### src/rtl/cmp_bht_pkg.sv
// Shared definitions for the branch comparator and its prediction table.
// Holds condition codes, 2-bit counter states and the saturating update rule.
// No logic of its own; imported by cmp_bht and bht_table.
package cmp_bht_pkg;

  // Branch condition codes carried in d_option
  typedef enum logic [2:0] {
    CMP_NEVER  = 3'b000,
    CMP_EQ     = 3'b001,
    CMP_NE     = 3'b010,
    CMP_LEZ    = 3'b011,
    CMP_GTZ    = 3'b100,
    CMP_LTZ    = 3'b101,
    CMP_GEZ    = 3'b110,
    CMP_ALWAYS = 3'b111
  } cmp_opt_e;

  // Two-bit saturating counter states; MSB is the taken prediction
  localparam logic [1:0] CTR_SNT = 2'b00;
  localparam logic [1:0] CTR_WNT = 2'b01;
  localparam logic [1:0] CTR_WT  = 2'b10;
  localparam logic [1:0] CTR_ST  = 2'b11;
  localparam logic [1:0] CTR_RST = CTR_WNT;

  // Next counter value after a resolved branch, saturating at both ends
  function automatic logic [1:0] ctr_next(input logic [1:0] ctr, input logic taken);
    logic [1:0] nxt;
    nxt = ctr;
    if (taken && ctr != CTR_ST) begin
      nxt = ctr + 2'd1;
    end else if (!taken && ctr != CTR_SNT) begin
      nxt = ctr - 2'd1;
    end
    return nxt;
  endfunction

endpackage

### src/rtl/cmp_bht_bht_table.sv
// PC-indexed table of 2-bit saturating counters with write-first read bypass.
// Read is combinational (zero cycles); training lands on the next rising edge.
// No backpressure: the caller gates training with wr_en.
module bht_table
  import cmp_bht_pkg::*;
#(
  parameter int DEPTH   = 16,
  parameter int IDX_LSB = 2,
  parameter int PC_W    = 32
) (
  input  logic            clk,
  input  logic            reset,
  input  logic [PC_W-1:0] rd_pc,
  output logic            rd_taken,
  input  logic            wr_en,
  input  logic [PC_W-1:0] wr_pc,
  input  logic            wr_taken
);

  localparam int IDX_W = $clog2(DEPTH);

  logic [1:0]       r_ctr [DEPTH];
  logic [IDX_W-1:0] w_rd_idx;
  logic [IDX_W-1:0] w_wr_idx;
  logic [1:0]       w_wr_next;
  logic             w_unused_pc;

  assign w_rd_idx  = rd_pc[IDX_LSB +: IDX_W];
  assign w_wr_idx  = wr_pc[IDX_LSB +: IDX_W];
  assign w_wr_next = ctr_next(r_ctr[w_wr_idx], wr_taken);

  // Only the index slice of each PC matters; aliasing is intentional
  assign w_unused_pc = ^{rd_pc, wr_pc};

  // A same-index update in flight is visible to the reader this cycle
  assign rd_taken = (wr_en && (w_rd_idx == w_wr_idx)) ? w_wr_next[1] : r_ctr[w_rd_idx][1];

  // Counter array: reset to weak not-taken, otherwise train the written entry
  always_ff @(posedge clk) begin
    if (!reset) begin
      for (int i = 0; i < DEPTH; i++) begin
        r_ctr[i] <= CTR_RST;
      end
    end else if (wr_en) begin
      r_ctr[w_wr_idx] <= w_wr_next;
    end
  end

endmodule

### src/rtl/cmp_bht.sv
// D-stage branch comparator with F-stage direction prediction and statistics.
// res/mispredict/f_pred_taken are combinational; table and counters update on the edge.
// Stall or bubble in D suppresses all state updates; outputs keep tracking inputs.
module cmp_bht
  import cmp_bht_pkg::*;
#(
  parameter int WIDTH     = 32,
  parameter int BHT_DEPTH = 16,
  parameter int IDX_LSB   = 2,
  parameter int CNT_WIDTH = 32
) (
  input  logic                 clk,
  input  logic                 reset,
  input  logic [31:0]          f_pc,
  output logic                 f_pred_taken,
  input  logic                 d_valid,
  input  logic                 d_stall,
  input  logic [31:0]          d_pc,
  input  logic [2:0]           d_option,
  input  logic [WIDTH-1:0]     input1,
  input  logic [WIDTH-1:0]     input2,
  input  logic                 d_pred_taken,
  output logic                 res,
  output logic                 mispredict,
  output logic [CNT_WIDTH-1:0] branch_cnt,
  output logic [CNT_WIDTH-1:0] mispred_cnt
);

  logic                 w_neg;
  logic                 w_zero;
  logic                 w_cond;
  logic                 w_commit;
  logic [CNT_WIDTH-1:0] r_branch_cnt;
  logic [CNT_WIDTH-1:0] r_mispred_cnt;

  assign w_neg  = input1[WIDTH-1];
  assign w_zero = (input1 == '0);

  // Resolve the branch condition; every option drives res
  always_comb begin
    res = 1'b0;
    case (d_option)
      CMP_NEVER:  res = 1'b0;
      CMP_EQ:     res = (input1 == input2);
      CMP_NE:     res = (input1 != input2);
      CMP_LEZ:    res = w_neg | w_zero;
      CMP_GTZ:    res = ~w_neg & ~w_zero;
      CMP_LTZ:    res = w_neg;
      CMP_GEZ:    res = ~w_neg;
      CMP_ALWAYS: res = 1'b1;
      default:    res = 1'b0;
    endcase
  end

  // Only genuinely conditional branches are predicted, trained and counted
  assign w_cond     = (d_option != CMP_NEVER) && (d_option != CMP_ALWAYS);
  assign mispredict = d_valid & w_cond & (res ^ d_pred_taken);
  assign w_commit   = reset & d_valid & ~d_stall & w_cond;

  bht_table #(
    .DEPTH   (BHT_DEPTH),
    .IDX_LSB (IDX_LSB),
    .PC_W    (32)
  ) u_bht (
    .clk      (clk),
    .reset    (reset),
    .rd_pc    (f_pc),
    .rd_taken (f_pred_taken),
    .wr_en    (w_commit),
    .wr_pc    (d_pc),
    .wr_taken (res)
  );

  // Saturating retire statistics; reset wins over a coincident commit
  always_ff @(posedge clk) begin
    if (!reset) begin
      r_branch_cnt  <= '0;
      r_mispred_cnt <= '0;
    end else if (w_commit) begin
      if (r_branch_cnt != '1) begin
        r_branch_cnt <= r_branch_cnt + 1'b1;
      end
      if (mispredict && (r_mispred_cnt != '1)) begin
        r_mispred_cnt <= r_mispred_cnt + 1'b1;
      end
    end
  end

  assign branch_cnt  = r_branch_cnt;
  assign mispred_cnt = r_mispred_cnt;

endmodule
### config.mk
export PLATFORM = sky130hd
export DESIGN_NAME = cmp_bht
export DESIGN_NICKNAME = d
export VERILOG_FILES = /design/src/rtl/cmp_bht_pkg.sv /design/src/rtl/cmp_bht_bht_table.sv /design/src/rtl/cmp_bht.sv
export SDC_FILE = /design/constraint.sdc
export NUM_CORES = 1
export LEC_CHECK = 0
export ABC_CLOCK_PERIOD_IN_PS = 6310
export CAP_MARGIN = 5
export CORE_MARGIN = 2
export CORE_UTILIZATION = 46
export CTS_CLUSTER_DIAMETER = 60
export DETAILED_ROUTE_END_ITERATION = 12
export HOLD_SLACK_MARGIN = 0.06
export PLACE_DENSITY = 0.79
export SYNTH_ARGS = -nofsm -noshare
export SYNTH_HDL_FRONTEND = slang
export SYNTH_HIERARCHICAL = 1
export SYNTH_SLANG_ARGS = --single-unit
### constraint.sdc
create_clock -name clk -period 6.31 [get_ports clk]
set_clock_uncertainty 0.1 [all_clocks]
set_input_delay 1.5775 -clock clk [delete_from_list [all_inputs] [get_ports clk]]
set_output_delay 1.5775 -clock clk [all_outputs]
set_load 0.005 [all_outputs]
==> results_dict.tcl <==
set metrics [dict create \
    ys_types 58 \
    grt_pass1_vias 5335 \
    crit_chain "dlygate4sd2_1 -> buf_4 -> mux2i_1 -> mux4_2 -> o21a_1 -> ha_1 -> nor3b_1 -> a21oi_1 -> a31oi_1 -> a21boi_4 -> a22oi_1 -> dlygate4sd2_1" \
    worst-path-max-fanout 10 \
    grt_pass1_wl_um 25500 \
    utilization_pct 64.4 \
    grt_remaining_overflow 0 \
    cp_common_cell "dlygate4sd2_1" \
    portBuffers 146 \
    ys_top_cells_by_area "dfxtp_1 23%, edfxtp_1 17%, xor2_1 6.3%" \
    synth_fp_nets 776 \
    syn_area_per_cell_um2 8.93 \
    status "finished clean" \
    r2r-start "u_bht/r_ctr[7][0]" \
    antenna_found_initial 1 \
    dp_cells 929 \
    synth_area_um2 5680 \
    hold_viol_final 0 \
    start_util_pct 47.3 \
    detail_route.wl_per_cell_um 16.9 \
    reg2reg_slack_ps 3050 \
    post-route-period-util_pct 97.4 \
    avgViaCountPerCell 5.81 \
    power_leakage_nw 2.69 \
    hold_class "flop to flop" \
    maxCapViolations 0 \
    rsz0062_at_grt "yes" \
    ys_warn_count 6 \
    worstHoldPathCells 2 \
    hold_start "mispred_cnt[20]" \
    final_cells 947 \
    finalPower_mw 1.41 \
    cts_sinks 96 \
    crit_path_start_kind "primary input" \
    cts-htree-levels 3 \
    cpPeakStageDelay_ps 510 \
    yosysSeqAreaShare_pct 39.5 \
    areaGrowthSynthToFinish_pct 36.2 \
    cts_tree "done" \
    synthTopCellsByCount "73 x nand2_1, 64 x dfxtp_1, 49 x nor2_1" \
    cts_buffer_depth 2 \
    final_cell_area_um2 7740 \
    synth_edf_count 32 \
    crit_family "buffers and inverters" \
    cp_data_arrival_time_ps 4470 \
    cp.required_ps 4630 \
    antenna_left 0 \
    synth-async-reset-ratio_pct 0 \
    rr_worst_depth 9 \
    worst_r2r_endpoint "u_bht/r_ctr[8][0]" \
    first_pass_iters 5 \
    clkSlewWorstSetupHoldPaths_ps 60 \
    path_class "primary input to primary output" \
    critPathBufInv 3 \
    dpl_cell_area_um2 7390 \
    timing.fmax_mhz 163 \
    max-vdd-ir-drop_mv 0.130 \
    synth_ff_type "dfxtp_1" \
    track_usage_pct 23.9 \
    grt_max_degree 59 \
    clock_latency_ps 340 \
    yosysMostFrequentCell "nand2_1" \
    io_pins 203 \
    drive_above_1_share_pct 8.26 \
    drc_errors 0 \
    setup_viol 0 \
    vias 5504 \
    cp_slowest_cell "mux4_2" \
    p_per_area_nw_per_um2 183 \
    slew_headroom_pct 44.6 \
    num-nets-final 934 \
    die_w_um 115 \
    drtIter0Drc 291 \
    place.gp.congestion 0.852 \
    worst_pin_slew_ps 824 \
    synthCells 636 \
    cts_root_buffer "clkbuf_16" \
    synth_top_area_share_pct 22.6 \
    cts_buffers 9 \
    rows 40 \
    yosysTopAreaCell "dfxtp_1" \
    cp-end-kind "primary output" \
    drv_slew 0 \
    holdPathEnd "mispred_cnt[20]" \
    design.core.area_um2 12000 \
    ys_seq_elements 96 \
    place_hpwl_um 11900 \
    dieHeight_um 115 \
    wl_um 16000 \
    fin_crit_ps 6150 \
    fp.dieArea_um2 13300 \
]
==> flip-flops by register name (all words and copies together) (netlist names) <==
register	cells
branch_cnt	32
mispred_cnt	32
u_bht/r_ctr	32
==> worst max path at each step <==
stage | startpoint | to | slack (ps) | depth (start not counted)
CTS | input1[2] | mispredict | 90 | 10
global placement | d_pc[2] | f_pred_taken | -160 | 12
finish | d_pc[2] | f_pred_taken | 160 | 12
detailed placement | d_pc[2] | f_pred_taken | -270 | 12
global route | input1[16] | f_pred_taken | -10 | 13
floorplan | d_pc[2] | f_pred_taken | 810 | 11
==> per-stage QoR <==
stage	hold WS [ps]	worst slack [ps]	setup TNS (ps)
2_1_floorplan	367	809	0
3_3_place_gp	368	-161	-161
3_5_place_dp	379	-267	-267
4_1_cts	389	93.7	0
5_1_grt	427	-11.9	-11.9
6_report	390	161	0
==> cells by family after synthesis <==
group	count (synthesis)	synth area share, %
AO/OA/AOI/OAI	96	12.1
XOR/XNOR	57	9.12
adder cells (fa/ha/maj)	4	0.881
buffers and inverters	46	3.70
flip-flops	96	39.5
multiplexers	27	6.19
AND/OR/NAND/NOR	310	28.5
==> repair_timing <==
| item | CTS | global route |
|---|---|---|
| buffers inserted | 1 | 0 |
| pin swaps | 2 | 1 |
| resized for setup | 4 | 4 |
| endpoints found under the setup margin | 1 | 2 |
| hold buffers | 0 | 0 |
==> where the power goes <==
part	switching, mW	internal [mW]
sequential	0.00466	0.643
combinational	0.0977	0.103
clock	0.224	0.341
==> placed cells by master, fill, tap and decap left out, drive strengths merged, types with 5 or more instances in the layout <==
| cell type | count |
|---|---|
| nand2b | 12 |
| and2 | 12 |
| a21oi | 21 |
| clkbuf | 13 |
| clkdlybuf4s50 | 141 |
| nor2 | 49 |
| inv | 16 |
| and3 | 17 |
| dfxtp | 64 |
| o311ai | 5 |
| or3 | 12 |
| nand4 | 19 |
| o21a | 8 |
| buf | 31 |
| o21ai | 16 |
| nor4 | 29 |
| or4 | 11 |
| nor2b | 5 |
| mux2i | 16 |
| and4 | 9 |
| xnor2 | 16 |
| mux4 | 6 |
| mux2 | 5 |
| edfxtp | 32 |
| nand3 | 44 |
| xor2 | 41 |
| nand2 | 73 |
| o31ai | 12 |
| nor3 | 10 |
| o31a | 5 |
| o211ai | 6 |
==> layer usage <==
metal | GRT usage [%] | vias up | share of wire, %
li1 | - | 2677 | -
met1 | 29.5 | 2608 | 42
met2 | 41.4 | 186 | 50
met4 | 8.11 | 0 | 1.8
met3 | 5.38 | 33 | 6.6
met5 | 0 | - | 0
==> layout make-up <==
class,instances,area (um2)
fill,987,4270
timing repair buffer,176,1690
sequential,96,2240
tap,147,184
inverter,17,63.8
clock buffer,13,272
clock inverter,3,40.0
multi-input combinational,494,3250
antenna,1,2.50
==> worst register-to-register path, cell delays in order, from the launching register on <==
cell      delay (ps)
edfxtp_1         410
mux4_2           470
mux2_2           290
nand2_1           70
o21a_1           150
inv_1             50
ha_1             220
mux2i_1          500
xor2_1           570
nand3_1          150
No activity file was read; power rests on OpenSTA's default activity.
